[config.mk]
export PLATFORM = sky130hd
export DESIGN_NAME = write_s_block
export DESIGN_NICKNAME = d
export VERILOG_FILES = /design/src/rtl/write_s_block_pkg.sv /design/src/rtl/write_s_block_ws_clip.sv /design/src/rtl/write_s_block.sv
export SDC_FILE = /design/constraint.sdc
export NUM_CORES = 1
export LEC_CHECK = 0
export BUFFER_PORTS_ARGS = -buffer_cell sky130_fd_sc_hd__buf_2
export CORE_MARGIN = 2
export CORE_UTILIZATION = 41
export DETAILED_ROUTE_END_ITERATION = 10
export PLACE_DENSITY = 0.61
export REMOVE_ABC_BUFFERS = 1
export SLEW_MARGIN = 0
export SYNTH_ARGS = -nofsm -noshare
export SYNTH_HDL_FRONTEND = slang
export SYNTH_SLANG_ARGS = --single-unit
export TNS_END_PERCENT = 30
[constraint.sdc]
create_clock -name CLOCK_50_I -period 7.9 [get_ports CLOCK_50_I]
set_input_delay 1.58 -clock CLOCK_50_I [delete_from_list [all_inputs] [get_ports CLOCK_50_I]]
set_output_delay 1.58 -clock CLOCK_50_I [all_outputs]
set_load 0.01 [all_outputs]
[src/rtl/write_s_block_pkg.sv]
// Shared definitions for the S-matrix write-back stage of the IDCT.
// Holds the FSM encoding, the DPRAM base of the S results and the SRAM address helper.
package write_s_block_pkg;

  typedef enum logic [1:0] {
    S_WS_IDLE,
    S_WS_RUN,
    S_WS_FLUSH,
    S_WS_DONE
  } WRITE_S_state_type;

  localparam logic [6:0] S_RESULT_BASE = 7'd64;

  // Tag travelling alongside the one-cycle DPRAM read latency.
  typedef struct packed {
    logic       vld;
    logic [5:0] k;
  } ws_rd_tag_t;

  // Raster word address of element k of an 8x8 block; wraps mod 2^18.
  function automatic logic [17:0] ws_word_addr(input logic [17:0] base,
                                               input logic [17:0] wpr,
                                               input logic [4:0]  brow,
                                               input logic [5:0]  bcol,
                                               input logic [5:0]  k);
    logic [17:0] img_row;
    img_row = {10'd0, brow, 3'd0} + {15'd0, k[5:3]};
    return base + img_row * wpr + {10'd0, bcol, 2'd0} + {16'd0, k[2:1]};
  endfunction

endpackage

[src/rtl/write_s_block_ws_clip.sv]
// Scales an S result down by 2^16 and clips it to an unsigned 8-bit pixel.
module ws_clip
  import write_s_block_pkg::*;
(
  input  logic [31:0] s_in,
  output logic [7:0]  pix
);

  logic signed [31:0] p;

  always_comb begin
    p = $signed(s_in) >>> 16;
    if (p < 0)
      pix = 8'd0;
    else if (p > 32'sd255)
      pix = 8'hFF;
    else
      pix = p[7:0];
  end

endmodule

[src/rtl/write_s_block.sv]
// Drains the 64 S results from the DPRAM upper half, clips them to pixels and
// writes the 8x8 block to SRAM as 32 packed two-pixel words.
module write_s_block
  import write_s_block_pkg::*;
#(
  parameter logic [17:0] BASE_ADDR     = 18'd0,
  parameter int          WORDS_PER_ROW = 160
) (
  input  logic        CLOCK_50_I,
  input  logic        Resetn,
  input  logic        WS_start,
  output logic        WS_done,
  input  logic [5:0]  block_col,
  input  logic [4:0]  block_row,
  output logic [6:0]  read_address,
  input  logic [31:0] read_data,
  output logic [17:0] SRAM_address,
  output logic [15:0] SRAM_write_data,
  output logic        SRAM_we_n
);

  localparam logic [17:0] WPR = 18'(WORDS_PER_ROW);

  WRITE_S_state_type state_q, state_d;
  logic [5:0]  k_q, k_d;
  logic [5:0]  col_q, col_d;
  logic [4:0]  row_q, row_d;
  ws_rd_tag_t  rd_q, rd_d;
  logic [7:0]  even_q, even_d;
  logic [17:0] addr_q, addr_d;
  logic [15:0] wdata_q, wdata_d;
  logic        we_n_q, we_n_d;
  logic [7:0]  pix;

  ws_clip u_clip (.s_in(read_data), .pix(pix));

  always_ff @(posedge CLOCK_50_I or negedge Resetn) begin
    if (!Resetn) state_q <= S_WS_IDLE;
    else         state_q <= state_d;
  end

  // k doubles as the two-cycle flush counter once the reads are issued.
  always_comb begin
    state_d = state_q;
    case (state_q)
      S_WS_IDLE:  if (WS_start)     state_d = S_WS_RUN;
      S_WS_RUN:   if (k_q == 6'd63) state_d = S_WS_FLUSH;
      S_WS_FLUSH: if (k_q == 6'd1)  state_d = S_WS_DONE;
      S_WS_DONE:                    state_d = S_WS_IDLE;
      default:                      state_d = S_WS_IDLE;
    endcase
  end

  always_comb begin
    WS_done      = (state_q == S_WS_DONE);
    read_address = S_RESULT_BASE + {1'b0, k_q};
  end

  always_comb begin
    k_d   = k_q;
    col_d = col_q;
    row_d = row_q;
    case (state_q)
      S_WS_IDLE: begin
        k_d = 6'd0;
        if (WS_start) begin
          col_d = block_col;
          row_d = block_row;
        end
      end
      S_WS_RUN:   k_d = (k_q == 6'd63) ? 6'd0 : k_q + 6'd1;
      S_WS_FLUSH: k_d = (k_q == 6'd1)  ? 6'd0 : k_q + 6'd1;
      default:    k_d = 6'd0;
    endcase
  end

  // Even pixels wait in even_q; each odd pixel completes a word and fires a write.
  always_comb begin
    rd_d.vld = (state_q == S_WS_RUN);
    rd_d.k   = k_q;
    even_d   = even_q;
    addr_d   = addr_q;
    wdata_d  = wdata_q;
    we_n_d   = 1'b1;
    if (rd_q.vld) begin
      if (!rd_q.k[0]) begin
        even_d = pix;
      end else begin
        we_n_d  = 1'b0;
        wdata_d = {even_q, pix};
        addr_d  = ws_word_addr(BASE_ADDR, WPR, row_q, col_q, rd_q.k);
      end
    end
  end

  always_ff @(posedge CLOCK_50_I or negedge Resetn) begin
    if (!Resetn) begin
      k_q     <= 6'd0;
      col_q   <= 6'd0;
      row_q   <= 5'd0;
      rd_q    <= '0;
      even_q  <= 8'd0;
      addr_q  <= 18'd0;
      wdata_q <= 16'd0;
      we_n_q  <= 1'b1;
    end else begin
      k_q     <= k_d;
      col_q   <= col_d;
      row_q   <= row_d;
      rd_q    <= rd_d;
      even_q  <= even_d;
      addr_q  <= addr_d;
      wdata_q <= wdata_d;
      we_n_q  <= we_n_d;
    end
  end

  assign SRAM_address    = addr_q;
  assign SRAM_write_data = wdata_q;
  assign SRAM_we_n       = we_n_q;

endmodule

**After elaboration in Yosys (flattened, before gate mapping)**

Cells that the tools add are included.

- Bitwise operators: 1
- Multiplexer cells: 11
- Add/subtract/negate cells: 5
- Reductions and logical operators: 5
- $mul: 1
- Shift operators: 0
- Equality and inequality tests: 8
- $lt $le $gt $ge: 2
- Div/mod/pow operators: 0

Operator list:

| kind | number |
|---|---|
| $add A17 B8 Y18 | 1 |
| $add A18 B2 Y18 | 1 |
| $gt A16 B9 Y1 const B | 1 |
| $lt A16 B1 Y1 const B | 1 |
| $mux W8 | 2 |
| $mul A9 B3 Y12 const B | 1 |
| $mux W6 | 2 |
| $pmux W6 S2 | 1 |
| $add A8 B3 Y9 | 1 |
| $pmux W2 S4 | 1 |
| $add A7 B6 Y7 const A | 1 |
| $add A6 B1 Y6 const B | 1 |
| $eq A6 B1 Y1 const B | 1 |
| $eq A6 B6 Y1 const B | 1 |
| $mux W2 | 3 |
| $reduce_and A2 Y1 | 3 |
| $eq A2 B2 Y1 const B | 2 |
| $ne A2 B2 Y1 const B | 2 |
| $reduce_and A3 Y1 | 1 |
| $eq A2 B1 Y1 const B | 1 |
| $logic_not A2 Y1 | 1 |
| $mux W1 | 2 |
| $ne A2 B1 Y1 const B | 1 |
| $not A1 Y1 | 1 |

- RAM bits: 0
- ROM bits: 0
- Bits in registers: 69
- Word-level logic and storage cells: 43
- Output and inout bits: 43
- Bits in latches: 0
- Memories kept: 0

**Logic depth before layout (Yosys ltp)**

Gate-level depths: netlist (run 1).

- Depth after elaboration: 4
- Gate-level depth with buffers: 9

**Hierarchy**

Synthesis (run 1) repeated with hierarchy kept, for this count alone.

- Cells, all modules: 270
- Area, all modules: 3305.7 µm²

By module, submodules not included:

| module | cells an instance | instances | area each (µm²) |
|---|---|---|---|
| write_s_block | 250 | 1 | 3191.8 |
| ws_clip | 20 | 1 | 113.9 |

**Worst setup path before layout (run 1)**

OpenSTA, ideal clock, no wires.

- Kind: input -> register
- Start point: in read_data[27]
- End point: reg even_q[5]
- Stages: 5
- Slack: 5335 ps
- Arrival: 2440 ps
- Cell sequence: nor4_1 > nand2_1 > nor2_1 > nor2_1 > mux2_2

- Longest elaborated chain between the ends: 3
- Elaborated cells on any way between the ends: 4
- Those cells by class: order compare: 2; mux: 2

Ends and longest elaborated chain:

| what | line | source |
|---|---|---|
| from (decl) | write_s_block.sv:16 | `input logic [31:0] read_data,` |
| $gt A16 B9 Y1 | write_s_block_ws_clip.sv:15 | `else if (p > 32'sd255)` |
| $mux W8 | write_s_block_ws_clip.sv:15 |  |
| $mux W8 * | write_s_block_ws_clip.sv:13 | `if (p < 0)` |
| to (signal assigned) | write_s_block.sv:111 | `even_q <= even_d;` |
| to (decl) | write_s_block.sv:29 | `logic [7:0] even_q, even_d;` |

Mark *: on every way between the ends. The rest lies on a longest branch, timed or not.
A chain may end at the register's enable or synchronous reset.

**Final worst setup path (run 1)**

- Start point: reg row_q[0]
- End point: reg addr_q[15] (netlist: SRAM_address[15])

- Longest elaborated chain between the ends: 4

Ends and longest elaborated chain:

| what | line | source |
|---|---|---|
| from (decl) | write_s_block.sv:27 | `logic [4:0] row_q, row_d;` |
| from (signal assigned) | write_s_block.sv:109 | `row_q <= row_d;` |
| $add A8 B3 Y9 | write_s_block_pkg.sv:27 | `img_row = {10'd0, brow, 3'd0} + {15'd0, k[5:3]};` |
| $mul A9 B3 Y12 | write_s_block_pkg.sv:28 | `return base + img_row * wpr + {10'd0, bcol, 2'd0} + {16'd0, k[2:1]};` |
| $add A17 B8 Y18 | write_s_block_pkg.sv:28 |  |
| $add A18 B2 Y18 | write_s_block_pkg.sv:28 |  |
| to (signal assigned) | write_s_block.sv:112 | `addr_q <= addr_d;` |
| to (decl) | write_s_block.sv:30 | `logic [17:0] addr_q, addr_d;` |

Every way passes these cells.

==> out/results.ini, run 1 <==
[worst_setup_path]
crit_type = reg2reg
endpoint = SRAM_address[15]
r2r_slack_ns = 5.22
cp_top_family = adder cells
reg2reg_depth = 9
crit_arrival_ns = 2.90
rr_endpoint = SRAM_address[15]
cp.required_ns = 8.12
end_kind = flip-flop
crit_slowest_cell = fa_1
crit_top_cell = ha_1
crit_chain = ha_1 -> ha_1 -> fa_1 -> a211oi_1 -> o21bai_1 -> a21oi_1 -> xor2_1 -> o31ai_1 -> mux2_2
cp.depth = 9
timing.rr.start = row_q[0]
critPathMaxFanout = 3
crit_buf_inv = 0
startpoint_type = flip-flop
critPathLaunch = row_q[0]
slowest_delay_ns = 0.41

[worst_hold_path]
hold_class = reg2reg

[yosys]
synth_enable_flop_cells = 0
ys_types = 37
synth-seq-cells = 68
ys_async_sr_fraction = 1.00
avgSynthCellArea_um2 = 11.6
synth_most_common_cell = dfrtp_1
netlist.area_leader.share = 0.517
seq_area_frac_synth = 0.525
yosysWarnings = 0
synth_common_cells = 67 x dfrtp_1, 35 x mux2_2, 28 x nand2_1, 28 x nor2_1, 22 x ha_1
synth_flop_cell = dfrtp_1
syn_inst = 279
ys_top_cells_by_area = dfrtp_1 52%, mux2_2 12%, ha_1 8.5%, nand2_1 3.2%, nor2_1 3.2%
synth_top_cell_by_area = dfrtp_1
mappedNetlistArea_um2 = 3240

[detailed_routing]
via_per_inst = 4.71
vias = 2122
drt_drc_violations_left = 0
drt-total-wl_mm = 5.73
firstDrtPassIters = 3
antenna_left = 0
wl_per_cell_um = 12.7
drtIter0Drc = 35

[clock_network]
clock_latency_ns = 0.34
numCtsBuffers = 9
hold_buffers = 0
cts.repair.resized = 0
path_clk_slew_ns = 0.07
cts.sinks = 68
cts_tree = built
cts_setup_buffers = 0
cts_buffer_depth = 2
h-tree-depth = 3
cts_root_buf = clkbuf_8

[placement]
routabilityCongestion = 0.746
dp_hpwl_mm = 4.04
port_buffers = 70

[outcome]
status = completed

[die]
core_um2 = 7690
num_io_pins = 89
start_util = 0.422
die_width_um = 92.9
rows = 32
die_area_um2 = 8630
die_h_um = 92.9

[final_layout]
nets = 414
drive_above_1_share = 0.364
antenna_cells = 0
syn2layout_area_growth_pct = 18.4

[timing]
setup_tns_ns = 0
rsz0062_at_grt = no
setup_violations = 0
period_share = 0.339
tightest_slew_ns = 0.955
clock.fmax_mhz = 373
slew_violations = 0
hold_viol_final = 0
whs_ns = 0.471
min_period_ns = 2.68
skew_ns = 0.00801
slew_headroom = 0.361

[pwr]
ir_drop_uv = 101
swShare = 0.222
combPwrFrac = 0.043
power_switching_uw = 151
p_clk_frac = 0.432
power_uw = 681
p_seq_frac = 0.525
leakagePower_uw = 0.00189
power_density_nw_per_um2 = 177
intPower_uw = 530

[global_route]
gr-total-overflow = 0
grt_pass1_vias = 2140
grt_max_degree = 69
grt_pass1_wl_mm = 9.72
grt_util_all_layers = 0.145
antenna_found_initial = 0

[run]
maxCapViolCount = 0

how the worst min path moves through the flow:
stage	startpoint	endpoint	depth (start not counted)
3_3_place_gp	k_q[1]	rd_q[1]	0
5_1_grt	SRAM_write_data[2]	SRAM_write_data[2]	2
4_1_cts	SRAM_write_data[3]	SRAM_write_data[3]	2
6_report	k_q[1]	rd_q[1]	0
3_5_place_dp	SRAM_write_data[3]	SRAM_write_data[3]	2
2_1_floorplan	rd_q[1]	SRAM_address[0]	1
stage by stage:
stage               worst slack [ns]  area [um^2]  cells  utilization
floorplan                       5.34         3150    262            -
global placement                5.12         3640    435        0.473
detailed placement              5.06         3640    435        0.473
CTS                             5.18         3840    451        0.499
global route                    5.02         3840    451        0.499
finish                          5.22         3840    451        0.499
area by class of cell:
cell class | instances | area [um^2]
fill | 742 | 3850
sequential | 68 | 1700
multi-input combinational | 188 | 1430
timing repair buffer | 71 | 358
clock buffer | 12 | 155
tap | 102 | 128
clock inverter | 4 | 47.5
inverter | 6 | 22.5
cell usage in the layout (no fill, tap or decap), types with 2 or more instances in the layout:
master / count
nand2_1: 27
nor3_1: 3
nand3_1: 4
dfrtp_1: 67
a21oi_1: 5
fa_1: 2
nand2b_1: 2
conb_1: 2
o31ai_1: 10
ha_1: 22
clkbuf_8: 11
xnor2_1: 6
mux2_2: 35
nor2b_1: 4
xor2_1: 8
buf_2: 70
o21ai_0: 12
a211oi_1: 2
nor2_1: 28
clkinv_2: 2
inv_1: 6
cell families after synthesis:
family,share of synthesized area
AND/OR/NAND/NOR,0.113
flip-flops,0.525
other,0.00232
XOR/XNOR,0.0378
adder cells (fa/ha/maj),0.0973
buffers and inverters,0.0359
AO/OA/AOI/OAI,0.0664
multiplexers,0.122
registers in the layout (all words and copies together) (netlist names):
name,cells
rd_q,7
SRAM_write_data,16
state_q,2
k_q,6
SRAM_we_n,1
SRAM_address,17
row_q,5
col_q,6
even_q,8
power groups by stage:
stage / Clock [uW] / Sequential [uW] / Combinational [uW]
2_1_floorplan: 0 / 366 / 7.20
3_5_place_dp: 0 / 364 / 30.2
4_1_cts: 302 / 357 / 30.3
5_1_grt: 317 / 358 / 33.6
6_report: 294 / 357 / 29.1
3_3_place_gp: 0 / 364 / 29.8
layer usage:
metal / global-route usage / routed length, um / vias up
li1: - / - / 1078
met1: 0.191 / 2690 / 1003
met2: 0.229 / 2740 / 32
met3: 0.0277 / 189 / 9
met4: 0.0735 / 108 / 0
met5: 0 / 0 / -
Note: power is estimated with default switching activity, not from simulation.
==> run 2: changes to the inputs <==
Settings changed: ABC_AREA set to 1.
Clock period 7.9 ns to 2.75 ns, I/O delays scaled along.
==> out/results.ini, run 2 <==
[die]
die_width_um = 92.7
die_area_um2 = 8590
die_h_um = 92.7
core_um2 = 7690
rows = 32
num_io_pins = 89
start_util = 0.419

[final_layout]
syn2layout_area_growth_pct = 19.8
drive_above_1_share = 0.236
layout_commonest_cell = nand2_1
utilization = 0.502
final_cell_mix = 108 x nand2_1, 70 x buf_2, 67 x dfrtp_1
antenna_cells = 0
nets = 489
largest_reg_flops = 17
fill_cells = 762

[global_route]
grt_pass1_vias = 2291
grt_max_degree = 49
grt_util_all_layers = 0.155
antenna_found_initial = 0
grt_pass1_wl_mm = 10.5
gr-total-overflow = 0

[worst_setup_path]
crit_type = reg2reg
critPathMaxFanout = 3
slowest_delay_ns = 0.41
crit_top_cell = nand2_1
timing.rr.start = row_q[0]
cp.depth = 13
r2r_slack_ns = 0.29
cp_top_family = adder cells
crit_arrival_ns = 2.68
reg2reg_depth = 13
rr_endpoint = SRAM_address[14]
crit_slowest_cell = dfrtp_1
critPathLaunch = row_q[0]
startpoint_type = flip-flop
crit_chain = ha_1 -> ha_1 -> fa_1 -> nand2_1 -> inv_1 -> nor2_2 -> nand2_2 -> nor2_2 -> nand3_1 -> nor2_1 -> nand2_1 -> nand3_1 -> nand2_1
crit_buf_inv = 1
end_kind = flip-flop
cp.required_ns = 2.97

[clock_network]
cts.sinks = 68
clock_latency_ns = 0.34
numCtsBuffers = 9
hold_buffers = 0
cts_tree = built
cts_root_buf = clkbuf_8
cts_buffer_depth = 2
h-tree-depth = 3
cts.repair.resized = 0
path_clk_slew_ns = 0.07
cts_setup_buffers = 0

[timing]
tightest_slew_ns = 0.644
period_share = 0.895
slew_headroom = 0.570
min_period_ns = 2.46
whs_ns = 0.128
hold_viol_final = 0
skew_ns = 0.00634
clock.fmax_mhz = 406
setup_tns_ns = 0
slew_violations = 0
rsz0062_at_grt = no
setup_violations = 0

[detailed_routing]
drt_drc_violations_left = 0
via_per_inst = 4.62
drtIter0Drc = 105
antenna_left = 0
vias = 2430
drt-total-wl_mm = 6.23
firstDrtPassIters = 4
wl_per_cell_um = 11.8

[yosys]
seq_area_frac_synth = 0.528
ys_types = 29
syn_inst = 351
ys_async_sr_fraction = 1.00
avgSynthCellArea_um2 = 9.18
synth_top_cell_by_area = dfrtp_1
synth_most_common_cell = nand2_1
mappedNetlistArea_um2 = 3220
yosysWarnings = 0
synth_flop_cell = dfrtp_1
ys_top_cells_by_area = dfrtp_1 52%, nand2_1 13%, ha_1 8.5%, o21ai_0 5.6%, inv_1 2.7%
netlist.area_leader.share = 0.520
synth_enable_flop_cells = 0
synth-seq-cells = 68
synth_common_cells = 108 x nand2_1, 67 x dfrtp_1, 36 x o21ai_0

[pwr]
leakagePower_uw = 0.00208
power_density_nw_per_um2 = 1080
ir_drop_uv = 426

[worst_hold_path]
hold_class = in2async

[run]
maxCapViolCount = 0

[outcome]
status = completed

[placement]
dp_hpwl_mm = 4.55
port_buffers = 70
routabilityCongestion = 0.771

-- run 2: cell types whose count changed in the layout (fill, tap and decap cells not counted), moves of 7 or more --
cell / previous run / this run
inv_1: 6 / 23
mux2_2: 35 / 6
nand2_1: 27 / 108
nand3_1: 4 / 11
o21ai_0: 12 / 36
o31ai_1: 10 / 1
-- run 2: worst max path at each step --
stage	to	slack, ns
after floorplan	SRAM_address[14]	0.56
after global placement	SRAM_address[14]	0.36
after detailed placement	SRAM_address[14]	0.32
after CTS	SRAM_address[14]	0.29
after global routing	SRAM_address[14]	0.11
final	SRAM_address[14]	0.29
-- run 2: final cells by class --
cell class / count / area (um^2) / share of cell area
inverter: 24 / 90.1 / 0.0233
clock inverter: 6 / 87.6 / 0.0227
clock buffer: 10 / 128 / 0.0331
timing repair buffer: 73 / 385 / 0.0998
multi-input combinational: 243 / 1340 / 0.347
tap: 102 / 128 / 0.0331
sequential: 68 / 1700 / 0.441
-- run 2: layer usage --
metal / vias up / wire, um / global-route usage
li1: 1258 / - / -
met1: 1121 / 2960 / 0.208
met2: 41 / 2920 / 0.241
met3: 10 / 235 / 0.0325
met4: 0 / 116 / 0.0699
met5: - / 0 / 0
-- run 2: metrics by stage --
step / instances / cell area, um^2 / setup slack, ns / power (uW)
global route: 526 / 3860 / 0.105 / 4570
CTS: 526 / 3860 / 0.293 / 4230
finish: 526 / 3860 / 0.290 / 4170
floorplan: 335 / 3130 / 0.564 / 2780
detailed placement: 510 / 3640 / 0.318 / 3330
global placement: 510 / 3640 / 0.362 / 3280
-- run 2: cell families after synthesis --
kind of cell	synth area share
AO/OA/AOI/OAI	0.0788
XOR/XNOR	0.0163
adder cells (fa/ha/maj)	0.0978
buffers and inverters	0.0563
flip-flops	0.528
multiplexers	0.0210
other	0.00233
AND/OR/NAND/NOR	0.199
-- run 2: where the power goes --
group	switching [uW]	total, uW	internal, uW
Clock	373	886	512
Combinational	971	1670	695
Sequential	219	1610	1390
==> run 3: changes to the inputs <==
Settings changed: ABC_AREA 1 to 0.
==> out/results.ini, run 3 (synthesis gave the netlist of run 1 again) <==
[outcome]
status = completed

[final_layout]
drive_above_1_share = 0.379
syn2layout_area_growth_pct = 21.2
final_cell_mix = 70 x buf_2, 67 x dfrtp_1, 35 x mux2_2
largest_reg_flops = 17
layout_commonest_cell = buf_2
design_area_um2 = 3930
antenna_cells = 0
nets = 416

[pwr]
intPower_uw = 1680
swShare = 0.207
power_switching_uw = 439
p_clk_frac = 0.476
combPwrFrac = 0.041
leakagePower_uw = 0.00193
ir_drop_uv = 283
p_seq_frac = 0.483
power_density_nw_per_um2 = 541

[worst_setup_path]
rr_endpoint = SRAM_address[15]
crit_type = reg2reg
end_kind = flip-flop
crit_arrival_ns = 2.81
reg2reg_depth = 9
r2r_slack_ns = 0.22
critPathMaxFanout = 3
timing.rr.start = row_q[0]
startpoint_type = flip-flop
cp.required_ns = 3.03

[global_route]
antenna_found_initial = 0
grt_pass1_wl_mm = 9.34
grt_util_all_layers = 0.140
grt_pass1_vias = 2026
gr-total-overflow = 0
grt_max_degree = 46

[timing]
whs_ns = 0.229
slew_headroom = 0.421
slew_violations = 0
setup_tns_ns = 0
tightest_slew_ns = 0.865
period_share = 0.920
hold_viol_final = 0
clock.fmax_mhz = 395
skew_ns = 0.00938
rsz0062_at_grt = no
min_period_ns = 2.53
setup_violations = 0

[detailed_routing]
antenna_left = 0
vias = 2132
wl_per_cell_um = 12.9
via_per_inst = 4.71
drtIter0Drc = 43
drt-total-wl_mm = 5.85
firstDrtPassIters = 4
drt_drc_violations_left = 0

[worst_hold_path]
hold_class = in2async

[die]
num_io_pins = 89
die_area_um2 = 8630
die_width_um = 92.9
core_um2 = 7690
die_h_um = 92.9
rows = 32
start_util = 0.422

[clock_network]
cts_root_buf = clkbuf_8
h-tree-depth = 3
clock_latency_ns = 0.34
numCtsBuffers = 9
path_clk_slew_ns = 0.08
cts_tree = built
cts_buffer_depth = 2
cts.sinks = 68

[placement]
placed_area_um2 = 3660
port_buffers = 70
dp_hpwl_mm = 4.35
routabilityCongestion = 0.755

[run]
maxCapViolCount = 0

[run 3: worst max-delay path, stage by stage (launching register included)]
cell,delay (ns)
dfrtp_1,0.41
ha_1,0.30
ha_1,0.24
fa_2,0.39
a211oi_2,0.22
nor2_1,0.09
xor2_1,0.26
nand3_1,0.16
o31ai_1,0.24
mux2_2,0.18
[run 3: area by class of cell]
class	count	area [um^2]
flip-flops and latches	68	1700
well taps	102	128
inverters	6	22.5
repair buffers	73	385
multi-input cells	188	1440
fillers	752	3760
clock buffers	10	138
clock inverters	6	111
[run 3: timing repair]
action                                  4_1_cts  5_1_grt
gates resized for setup                       0        3
endpoints found under the setup margin        0        3
endpoints found under the hold margin         0        0
buffers inserted                              0        1
hold buffers                                  0        0
[run 3: power groups by stage]
stage	clock network (uW)	registers, uW	logic [uW]
6_report	1010	1030	87.1
5_1_grt	1080	1030	98.6
3_5_place_dp	0	1050	90.3
2_1_floorplan	0	1050	20.7
3_3_place_gp	0	1050	88.1
4_1_cts	1040	1030	90.3
[run 3: worst max path at each step]
stage	start	end	slack (ns)	cells after the start
3_3_place_gp	row_q[0]	SRAM_address[15]	0.09	9
4_1_cts	row_q[0]	SRAM_address[15]	0.05	9
3_5_place_dp	row_q[0]	SRAM_address[15]	0.06	9
5_1_grt	row_q[0]	SRAM_address[15]	0.06	9
2_1_floorplan	row_q[0]	SRAM_address[15]	0.23	9
6_report	row_q[0]	SRAM_address[15]	0.22	9
[run 3: stage by stage]
stage          power (uW)   util  cells  worst slack (ns)
2_1_floorplan        1070      -    262             0.229
3_3_place_gp         1130  0.476    436            0.0941
3_5_place_dp         1140  0.476    436            0.0583
4_1_cts              2160  0.508    452            0.0522
5_1_grt              2210  0.511    453            0.0649
6_report             2120  0.511    453             0.220
[run 3: layer usage]
metal | wire length, um | part of all wire | up-vias | track usage
met3 | 192 | 0.033 | 12 | 0.0293
met2 | 2800 | 0.48 | 34 | 0.223
met1 | 2750 | 0.47 | 1002 | 0.182
met4 | 111 | 0.019 | 0 | 0.0662
met5 | 0 | 0 | - | 0
li1 | - | - | 1084 | -
